==> config.mk <==
export PLATFORM = sky130hd
export DESIGN_NAME = mips_multi_core
export DESIGN_NICKNAME = d
export VERILOG_FILES = /design/src/rtl/mips_pkg.sv /design/src/rtl/mips_regfile.sv /design/src/rtl/mips_multi_core.sv
export SDC_FILE = /design/constraint.sdc
export NUM_CORES = 2
export LEC_CHECK = 0
export CELL_PAD_IN_SITES_DETAIL_PLACEMENT = 1
export CELL_PAD_IN_SITES_GLOBAL_PLACEMENT = 1
export CORE_MARGIN = 2
export CORE_UTILIZATION = 27
export CTS_BUF_LIST = sky130_fd_sc_hd__clkbuf_4 sky130_fd_sc_hd__clkbuf_8
export DETAILED_ROUTE_END_ITERATION = 6
export GPL_ROUTABILITY_DRIVEN = 0
export GPL_TIMING_DRIVEN = 0
export PLACE_DENSITY_LB_ADDON = 0.1
export SKIP_CTS_REPAIR_TIMING = 1
export SYNTH_ARGS = -nofsm -noshare
export SYNTH_HDL_FRONTEND = slang
export SYNTH_SLANG_ARGS = --single-unit
==> constraint.sdc <==
create_clock -name clk -period 7.2 [get_ports clk]
set_input_delay 0.72 -clock clk [delete_from_list [all_inputs] [get_ports clk]]
set_output_delay 0.72 -clock clk [all_outputs]
set_load 0.05 [all_outputs]
==> src/rtl/mips_pkg.sv <==
// Shared types and constants for the multicycle MIPS-subset core.
// Optional build macro MIPS_DEBUG_PORT_EN is handled in the core and register file.
package mips_pkg;

    typedef enum logic [2:0] {
        FETCH  = 3'd0,
        LOADIR = 3'd1,
        DECODE = 3'd2,
        EXEC   = 3'd3,
        MEM    = 3'd4,
        WB     = 3'd5
    } state_t;

    typedef enum logic [2:0] {
        ALU_ADD = 3'd0,
        ALU_SUB = 3'd1,
        ALU_AND = 3'd2,
        ALU_OR  = 3'd3,
        ALU_SLT = 3'd4
    } alu_op_t;

    localparam logic [5:0] OP_RTYPE = 6'b000000;
    localparam logic [5:0] OP_ADDI  = 6'b001000;
    localparam logic [5:0] OP_BEQ   = 6'b000100;
    localparam logic [5:0] OP_J     = 6'b000010;
    localparam logic [5:0] OP_LW    = 6'b100011;
    localparam logic [5:0] OP_SW    = 6'b101011;

    localparam logic [5:0] FUNCT_ADD = 6'b100000;
    localparam logic [5:0] FUNCT_SUB = 6'b100010;
    localparam logic [5:0] FUNCT_AND = 6'b100100;
    localparam logic [5:0] FUNCT_OR  = 6'b100101;
    localparam logic [5:0] FUNCT_SLT = 6'b101010;

    // 32-bit wrapping ALU; SLT compares as two's complement.
    function automatic logic [31:0] alu_compute(input alu_op_t op,
                                                input logic [31:0] x,
                                                input logic [31:0] y);
        logic [31:0] res;
        case (op)
            ALU_ADD: res = x + y;
            ALU_SUB: res = x - y;
            ALU_AND: res = x & y;
            ALU_OR:  res = x | y;
            ALU_SLT: res = {31'd0, ($signed(x) < $signed(y))};
            default: res = x + y;
        endcase
        return res;
    endfunction

endpackage

==> src/rtl/mips_regfile.sv <==
// 32x32 register file: two async read ports, one sync write port, R0 fixed at zero.
// With MIPS_DEBUG_PORT_EN a third async read port is added for board display.
module mips_regfile
    import mips_pkg::*;
(
    input  logic        clk,
    input  logic        rst,
    input  logic [4:0]  rs_addr,
    input  logic [4:0]  rt_addr,
    output logic [31:0] rs_data,
    output logic [31:0] rt_data,
`ifdef MIPS_DEBUG_PORT_EN
    input  logic [4:0]  dbg_sel,
    output logic [31:0] dbg_data,
`endif
    input  logic        wr_en,
    input  logic [4:0]  wr_addr,
    input  logic [31:0] wr_data
);

    logic [31:0] regs [32];

    always_ff @(posedge clk) begin
        if (rst) begin
            for (int i = 0; i < 32; i++) begin
                regs[i] <= 32'd0;
            end
        end else if (wr_en && (wr_addr != 5'd0)) begin
            regs[wr_addr] <= wr_data;
        end
    end

    assign rs_data = (rs_addr == 5'd0) ? 32'd0 : regs[rs_addr];
    assign rt_data = (rt_addr == 5'd0) ? 32'd0 : regs[rt_addr];

`ifdef MIPS_DEBUG_PORT_EN
    assign dbg_data = (dbg_sel == 5'd0) ? 32'd0 : regs[dbg_sel];
`endif

endmodule

==> src/rtl/mips_multi_core.sv <==
// Multicycle MIPS-subset core: ROM fetch, stall-handshaked cache loads/stores.
// Defining MIPS_DEBUG_PORT_EN adds dbg_sel/dbg_data/dbg_state ports.
module mips_multi_core
    import mips_pkg::*;
#(
    parameter int PC_W     = 10,
    parameter int ADDR_W   = 12,
    parameter int RESET_PC = 0
) (
    input  logic              clk,
    input  logic              rst,
    output logic [PC_W-1:0]   imem_addr,
    input  logic [31:0]       imem_data,
    output logic [ADDR_W-1:0] address,
    output logic [31:0]       data,
    output logic              r_en,
    output logic              w_en,
    input  logic              stall,
    input  logic [31:0]       saida_cache,
`ifdef MIPS_DEBUG_PORT_EN
    input  logic [4:0]        dbg_sel,
    output logic [31:0]       dbg_data,
    output logic [2:0]        dbg_state,
`endif
    output logic              illegal
);

    state_t          state;
    logic [PC_W-1:0] pc;
    logic [31:0]     ir, a, b, imm, alu_out, mdr;
    logic [31:0]     rs_data, rt_data, alu_res, wr_data;
    logic [5:0]      opcode, funct;
    logic [4:0]      rs, rt, rd, wr_addr;
    logic            known, wr_en;
    alu_op_t         alu_op;
    logic            unused_ir;

    assign opcode    = ir[31:26];
    assign rs        = ir[25:21];
    assign rt        = ir[20:16];
    assign rd        = ir[15:11];
    assign funct     = ir[5:0];
    assign imem_addr = pc;
    assign unused_ir = ^ir[25:0];

    always_comb begin
        known  = 1'b1;
        alu_op = ALU_ADD;
        if (opcode == OP_RTYPE) begin
            case (funct)
                FUNCT_ADD: alu_op = ALU_ADD;
                FUNCT_SUB: alu_op = ALU_SUB;
                FUNCT_AND: alu_op = ALU_AND;
                FUNCT_OR:  alu_op = ALU_OR;
                FUNCT_SLT: alu_op = ALU_SLT;
                default:   known  = 1'b0;
            endcase
        end else if (!(opcode == OP_ADDI || opcode == OP_BEQ || opcode == OP_J ||
                       opcode == OP_LW   || opcode == OP_SW)) begin
            known = 1'b0;
        end
    end

    assign alu_res = alu_compute(alu_op, a, (opcode == OP_RTYPE) ? b : imm);
    assign illegal = (state == DECODE) && !known;

    // Write-back steering: lw takes MDR, everything else the ALU result.
    assign wr_en   = (state == WB);
    assign wr_addr = (opcode == OP_RTYPE) ? rd : rt;
    assign wr_data = (opcode == OP_LW) ? mdr : alu_out;

    mips_regfile u_regfile (
        .clk     (clk),
        .rst     (rst),
        .rs_addr (rs),
        .rt_addr (rt),
        .rs_data (rs_data),
        .rt_data (rt_data),
`ifdef MIPS_DEBUG_PORT_EN
        .dbg_sel (dbg_sel),
        .dbg_data(dbg_data),
`endif
        .wr_en   (wr_en),
        .wr_addr (wr_addr),
        .wr_data (wr_data)
    );

`ifdef MIPS_DEBUG_PORT_EN
    assign dbg_state = state;
`endif

    always_ff @(posedge clk) begin
        if (rst) begin
            state   <= FETCH;
            pc      <= PC_W'(RESET_PC);
            ir      <= 32'd0;
            a       <= 32'd0;
            b       <= 32'd0;
            imm     <= 32'd0;
            alu_out <= 32'd0;
            mdr     <= 32'd0;
            r_en    <= 1'b0;
            w_en    <= 1'b0;
            address <= '0;
            data    <= 32'd0;
        end else begin
            case (state)
                FETCH: state <= LOADIR;
                LOADIR: begin
                    ir    <= imem_data;
                    pc    <= pc + PC_W'(1);
                    state <= DECODE;
                end
                DECODE: begin
                    a   <= rs_data;
                    b   <= rt_data;
                    imm <= {{16{ir[15]}}, ir[15:0]};
                    if (!known) begin
                        state <= FETCH;
                    end else if (opcode == OP_J) begin
                        pc    <= ir[PC_W-1:0];
                        state <= FETCH;
                    end else begin
                        state <= EXEC;
                    end
                end
                EXEC: begin
                    if (opcode == OP_BEQ) begin
                        if (a == b) begin
                            pc <= pc + imm[PC_W-1:0];
                        end
                        state <= FETCH;
                    end else if (opcode == OP_LW || opcode == OP_SW) begin
                        // Bus outputs are loaded here so they are stable for the whole MEM stay.
                        alu_out <= alu_res;
                        address <= alu_res[ADDR_W-1:0];
                        r_en    <= (opcode == OP_LW);
                        w_en    <= (opcode == OP_SW);
                        if (opcode == OP_SW) begin
                            data <= b;
                        end
                        state <= MEM;
                    end else begin
                        alu_out <= alu_res;
                        state   <= WB;
                    end
                end
                MEM: begin
                    if (!stall) begin
                        r_en <= 1'b0;
                        w_en <= 1'b0;
                        if (opcode == OP_LW) begin
                            mdr   <= saida_cache;
                            state <= WB;
                        end else begin
                            state <= FETCH;
                        end
                    end
                end
                WB:      state <= FETCH;
                default: state <= FETCH;
            endcase
        end
    end

endmodule

* Yosys cells after proc, flatten, opt, wreduce, memory -nomap -nowiden
Memories as Yosys holds them, arrays and structs flattened. A register that Yosys moved wholly into a read port is not among the register bits. Cells that the tools add are included.
Storage, ports and cells: RAM bits 1024, flip-flop bits (word level) 235, output and inout port bits 57, bits of input ports 67, memories kept 1, word-level logic and storage cells 114
Cells by class: $lt $le $gt $ge 1, bitwise gates (word level) 4, reductions and logical operators 23, muxes and demuxes 42, add/sub/neg operators 4, eq/ne operators 27
Memory list:
- u_regfile.regs | depth 32, width 32, read ports 2, clocked after Yosys merged registers in 2, wr ports 32, line mips_regfile.sv:21 | logic [31:0] regs [32];
Operators with widths (number):
- two-way mux 32 bit | 5
- one-hot mux 32 bit (4 select lines) | 1
- == test 6 bit, second input constant | 7
- two-way mux 10 bit | 4
- adder 32 bit | 1
- AND 32 bit | 1
- == test 32 bit | 1
- less-than comparator 32 bit | 1
- OR 32 bit | 1
- OR reduction 32 bit | 1
- subtractor 32 bit | 1
- two-way mux 5 bit | 6
- one-hot mux 10 bit (3 select lines) | 1
- two-way mux 1 bit | 15
- one-hot mux 3 bit (5 select lines) | 1
- == test 3 x 2 -> 1 bit, second input constant | 4
- two-way mux 3 bit | 4
- inequality test 2 bit, second input constant | 6
- one-hot mux 3 bit (4 select lines) | 1
- adder 10 x 1 -> 10 bit, second input constant | 1
- adder 10 bit | 1
- logical NOT 5 bit | 2
- == test 3 bit, second input constant | 3
- AND reduction 4 bit | 2
- 20 further kinds | 30

* Depth between registers and ports, before layout
word-level depth 9, mapped depth 21, depth with buffers taken out 16

* Hierarchy
Synthesis repeated with hierarchy kept, for this count alone.
Second synthesis, totals: cells, all modules 5688, area, all modules 69400.3 µm²
Modules (own cells, without submodules):
- mips_regfile | cells an instance 3761, instances 1, area an instance 54863.9 µm², sequential area each 30749.5 µm²
- mips_multi_core | cells an instance 1927, instances 1, area an instance 14536.4 µm², sequential area each 4704.5 µm²

* Worst setup path before layout
OpenSTA, ideal clock, no wires.
path kind reg2reg, from register ir[29], to register alu_out[28], data arrival time 4.761 ns, clock period less this slack 4.847 ns, data required time 7.114 ns, library setup time 0.086 ns, path buffers 3, slack 2.353 ns, cell stages (with the launch flop) 19, path through dfxtp_1 > buf_2 > or4_4 > nor3_4 > buf_2 > buf_1 > mux2_2 > ha_1 > fa_1 > a211oi_1 > o31ai_1 > o31ai_1 > o21ai_2 > a41oi_1 > nor3b_1 > a211oi_1 > xnor2_1 > a21oi_1 > a211oi_1
Between the ends: longest elaborated chain between the ends 4, elaborated cells on any way between the ends 15, those cells by class 2 x add/sub; 5 x eq/ne; 3 x mux; 3 x bitwise; 2 x reduce/logical
RTL lines:
- start: declaration | line mips_multi_core.sv:30 | logic [31:0] ir, a, b, imm, alu_out, mdr;
- start signal: assignment | line mips_multi_core.sv:110 | ir <= imem_data;
- logical NOT 6 bit | line mips_multi_core.sv:49, mips_multi_core.sv:64
- two-way mux 32 bit or two-way mux 3 bit (tied branches) | line mips_multi_core.sv:64, mips_multi_core.sv:49
- adder 32 bit (tied with other cells) | line mips_pkg.sv:41, mips_pkg.sv:46
- one-hot mux 32 bit (4 select lines) | line mips_pkg.sv:40 | case (op)
- end signal: assignment | line mips_multi_core.sv:135 | alu_out <= alu_res;
- end signal: assignment | line mips_multi_core.sv:144 | alu_out <= alu_res;
- end: declaration | line mips_multi_core.sv:30
Parallel ways exist; a longest one is shown, timed or not. A chain may end at the register's enable or synchronous reset.

* Worst setup path in the final report
from register ir[29], to register alu_out[24]
The elaborated chain is that of the path after synthesis.

==> summary.txt <==
Min path
  • HP Class: in2reg
  • Hold path depth: 3

Drt
  • Initial DRC count: about 4700
  • Vias: approximately 48000
  • DRT Wirelength: 307 mm
  • DRC Markers: 0
  • Detailed Routing Iterations Pass 1: 5
  • M1 WL: 125 mm
  • Met2 WL: 155 mm
  • Vias per inst: between 5 and 6
  • Routed met3 length: approximately 16 mm
  • Post-DRT Antenna Nets: 0
  • Top Layer Used: met5
  • Routed wire per std cell: between 30 and 40 microns

Timing
  • Total Neg Setup Slack: 0 ns
  • Final worst path period need: 6.72 ns
  • RSZ-0062 raised after global routing: no
  • Fin crit share: just over 90%
  • Slew headroom: -1.67%
  • Max Freq: 149 MHz
  • Clk_skew: 0.0697 ns
  • Slew Limit Fails: 1
  • # setup viols final: 0
  • Count of final hold-check violations: 0
  • Worst slew pin tran: between 1 and 1.5 ns
  • Final setup margin: between 0.4 and 0.5 ns

Global route
  • GRT Util Overall: ~24%
  • Pin count of the biggest net entering global routing: 33
  • Total grt overflow: 0
  • Vias in the first global route: between 40000 and 50000
  • First-pass GRT wire length: ~420 mm
  • Antenna violations before repair: 16

Setup path
  • Critical path startpoint: ir[29]$_SDFFE_PP0P_
  • Reg2reg start: ir[29]$_SDFFE_PP0P_
  • Critical path's top delay family: compound AO/OA/AOI/OAI gates
  • Crit path depth: 18
  • End of the critical path: alu_out[24]$_SDFFE_PP0P_
  • CP Capture Type: flip-flop
  • WS Path Type: reg2reg
  • Critical path's most frequent cell: buf_2
  • Slowest cell on the critical path: nor3b_1
  • Crit-path max FO: 10
  • Worst R2R Setup Slack: 0.48 ns
  • Worst EP required: approximately 8.1 ns
  • Worst Path Arrival: between 7 and 8 ns
  • Startpoint Class: flip-flop
  • R2R Path End: alu_out[24]$_SDFFE_PP0P_
  • Largest stage delay on the critical path: 0.68 ns
  • CP Buf/Inv Count: 3
  • R2R cell count: 18
  • CP cell instances: buf_2 > or4_4 > nor3_4 > buf_2 > clkbuf_2 > mux2_2 > ha_1 > fa_1 > a211oi_1 > o31ai_1 > o31ai_2 > o21ai_2 > a41oi_1 > nor3b_1 > a21oi_1 > xnor2_1 > a221oi_1 > nor3_1

Synth
  • Cell variety after synth: 85
  • Synthesized area per cell: 12.9 sq um
  • Mapped Area: 0.0661 sq mm
  • Synthesis-stage register bit count: ~1300
  • Post-Syn Instances: about 5000
  • Top FF cell, synth: edfxtp_1
  • Number of synthesized flops with an enable pin: just over 1000
  • Sequential area share after synthesis: between 50% and 60%
  • Share of flip-flops with an asynchronous set or reset: 0%
  • Yosys warnings: 0

Power
  • Peak VDD IR: between 0.2 and 0.25 mV
  • Tot Pwr: around 21 mW
  • Leakage: approximately 24 nW
  • Pwr/cell area: between 200 and 300 mW/mm^2

Floorplan
  • Row count: 181
  • Initial Util: 27.2%
  • Die height: 499 microns
  • Total die area: roughly 0.25 sq mm
  • Die W: 499 microns
  • Total core area: 0.243 sq mm
  • # IOs: between 100 and 150

CTS
  • Clk pin slew, worst setup/hold paths: roughly 0.06 ns
  • CTS Buf Count: about 240
  • Clock sink count: 1269
  • Worst-Skew Late Latency: approximately 1.1 ns
  • Root Driver: clkbuf_8
  • CTS H-tree lvls: 4
  • CTS tree: done
  • Clock Path Buffers: 3

Run status
  • Status: complete, but fails checks
  • Violations in the final reports: max-capacitance violations, max-slew violations

Final layout
  • Leading cell types in the layout, fill and taps excluded: 1275 x nor2_1, 1024 x edfxtp_1, 640 x mux4_2, 377 x clkbuf_1, 317 x nand2_1
  • Commonest non-fill, non-tap cell in the layout: nor2_1
  • Fin util: 31.6%
  • Nets: around 5700
  • Area grow syn2layout: 16.2%
  • Fin cells: roughly 8900
  • Layout cells sized above 1: about a fifth

Flow run
  • Max Cap Violations: 3

Place
  • Count of input and output buffers: 122
  • Dpl cells: 8501
  • Dpl ws: around 0.095 ns
  • Post-DP HPWL: between 200 and 250 mm
==> tightest hold or removal path: stages <==
cell and delay [ns]:
clkdlybuf4s50_1 0.39, nand2_1 0.06, a21oi_1 0.05
==> metrics by stage <==
stage / instance area, sq um / hold WS [ns]
after CTS: 76700 / 0.116
after floorplan: 66200 / 0.432
final: 76800 / 0.222
after global routing: 76800 / 0.161
after global placement: 71400 / 0.443
after detailed placement: 71900 / 0.452
==> area by class of cell <==
class,instances,area (sq um)
fillers,26300,166000
flip-flops and latches,1269,35700
multi-input cells,3304,28600
clock buffers,351,4250
well taps,3202,4010
plain buffers,478,1860
repair buffers,139,1500
clock inverters,77,520
inverters,111,417
diodes,9,22.5
==> synth_stat cells, drive strengths merged (22+ instances only) <==
cell type  count  area [sq um]
nand2        317          1190
a211oi        42           320
ha           106          1330
nand2b        44           275
inv          111           417
dfxtp        245          4900
xnor2         40           350
clkbuf       385          1450
edfxtp      1024         30700
nor3          34           186
mux2i        106          1060
mux4         640         14400
nor2        1275          4790
o21ai         67           339
a21oi        279          1400
a21o          28           210
nand3         22           110
buf           93           383
==> where the power goes <==
group / internal (mW) / leakage, nW / switching (mW)
Clock: 3.91 / 2.55 / 3.45
Sequential: 8.22 / 12.5 / 0.244
Combinational: 2.01 / 8.97 / 3.60
Total: 14.1 / 24.1 / 7.29
==> logic make-up (layout without fill, tap and decap cells) <==
logic type	Yosys count	in the layout	synth area share, %
other	1	41	0.00567
XOR/XNOR	51	51	0.676
buffers and inverters	589	1156	3.40
AO/OA/AOI/OAI	570	570	5.36
adder cells (fa/ha/maj)	110	110	2.11
multiplexers	762	762	23.7
AND/OR/NAND/NOR	1779	1779	10.8
flip-flops	1269	1269	54.0
==> layer usage <==
layer / vias up / GRT usage [%]
li1: 20000 / -
met1: 25500 / 30.1
met2: 1553 / 42.7
met3: 468 / 3.81
met4: 2 / 8.01
met5: - / 0
==> state kept, by name, indices dropped and copies added, names as in the netlist, named ones only <==
signal and flops:
u_regfile.regs 1024, a 32, alu_out 32, b 32
data 32, ir 32, mdr 32, imm 16
address 12, imem_addr 10, state 3, r_en 1
w_en 1
==> worst min path at each step <==
stage / start / endpoint / slack, ns
2_1_floorplan: imm[15]$_SDFFE_PP0P_ / imm[15]$_SDFFE_PP0P_ / 0.43
3_3_place_gp: imm[15]$_SDFFE_PP0P_ / imm[15]$_SDFFE_PP0P_ / 0.44
3_5_place_dp: mdr[5]$_SDFFE_PP0P_ / mdr[5]$_SDFFE_PP0P_ / 0.45
4_1_cts: imem_data[6] / ir[6]$_SDFFE_PP0P_ / 0.12
5_1_grt: imem_data[6] / ir[6]$_SDFFE_PP0P_ / 0.16
6_report: imem_data[6] / ir[6]$_SDFFE_PP0P_ / 0.22
(Power assumes the default switching activity.)
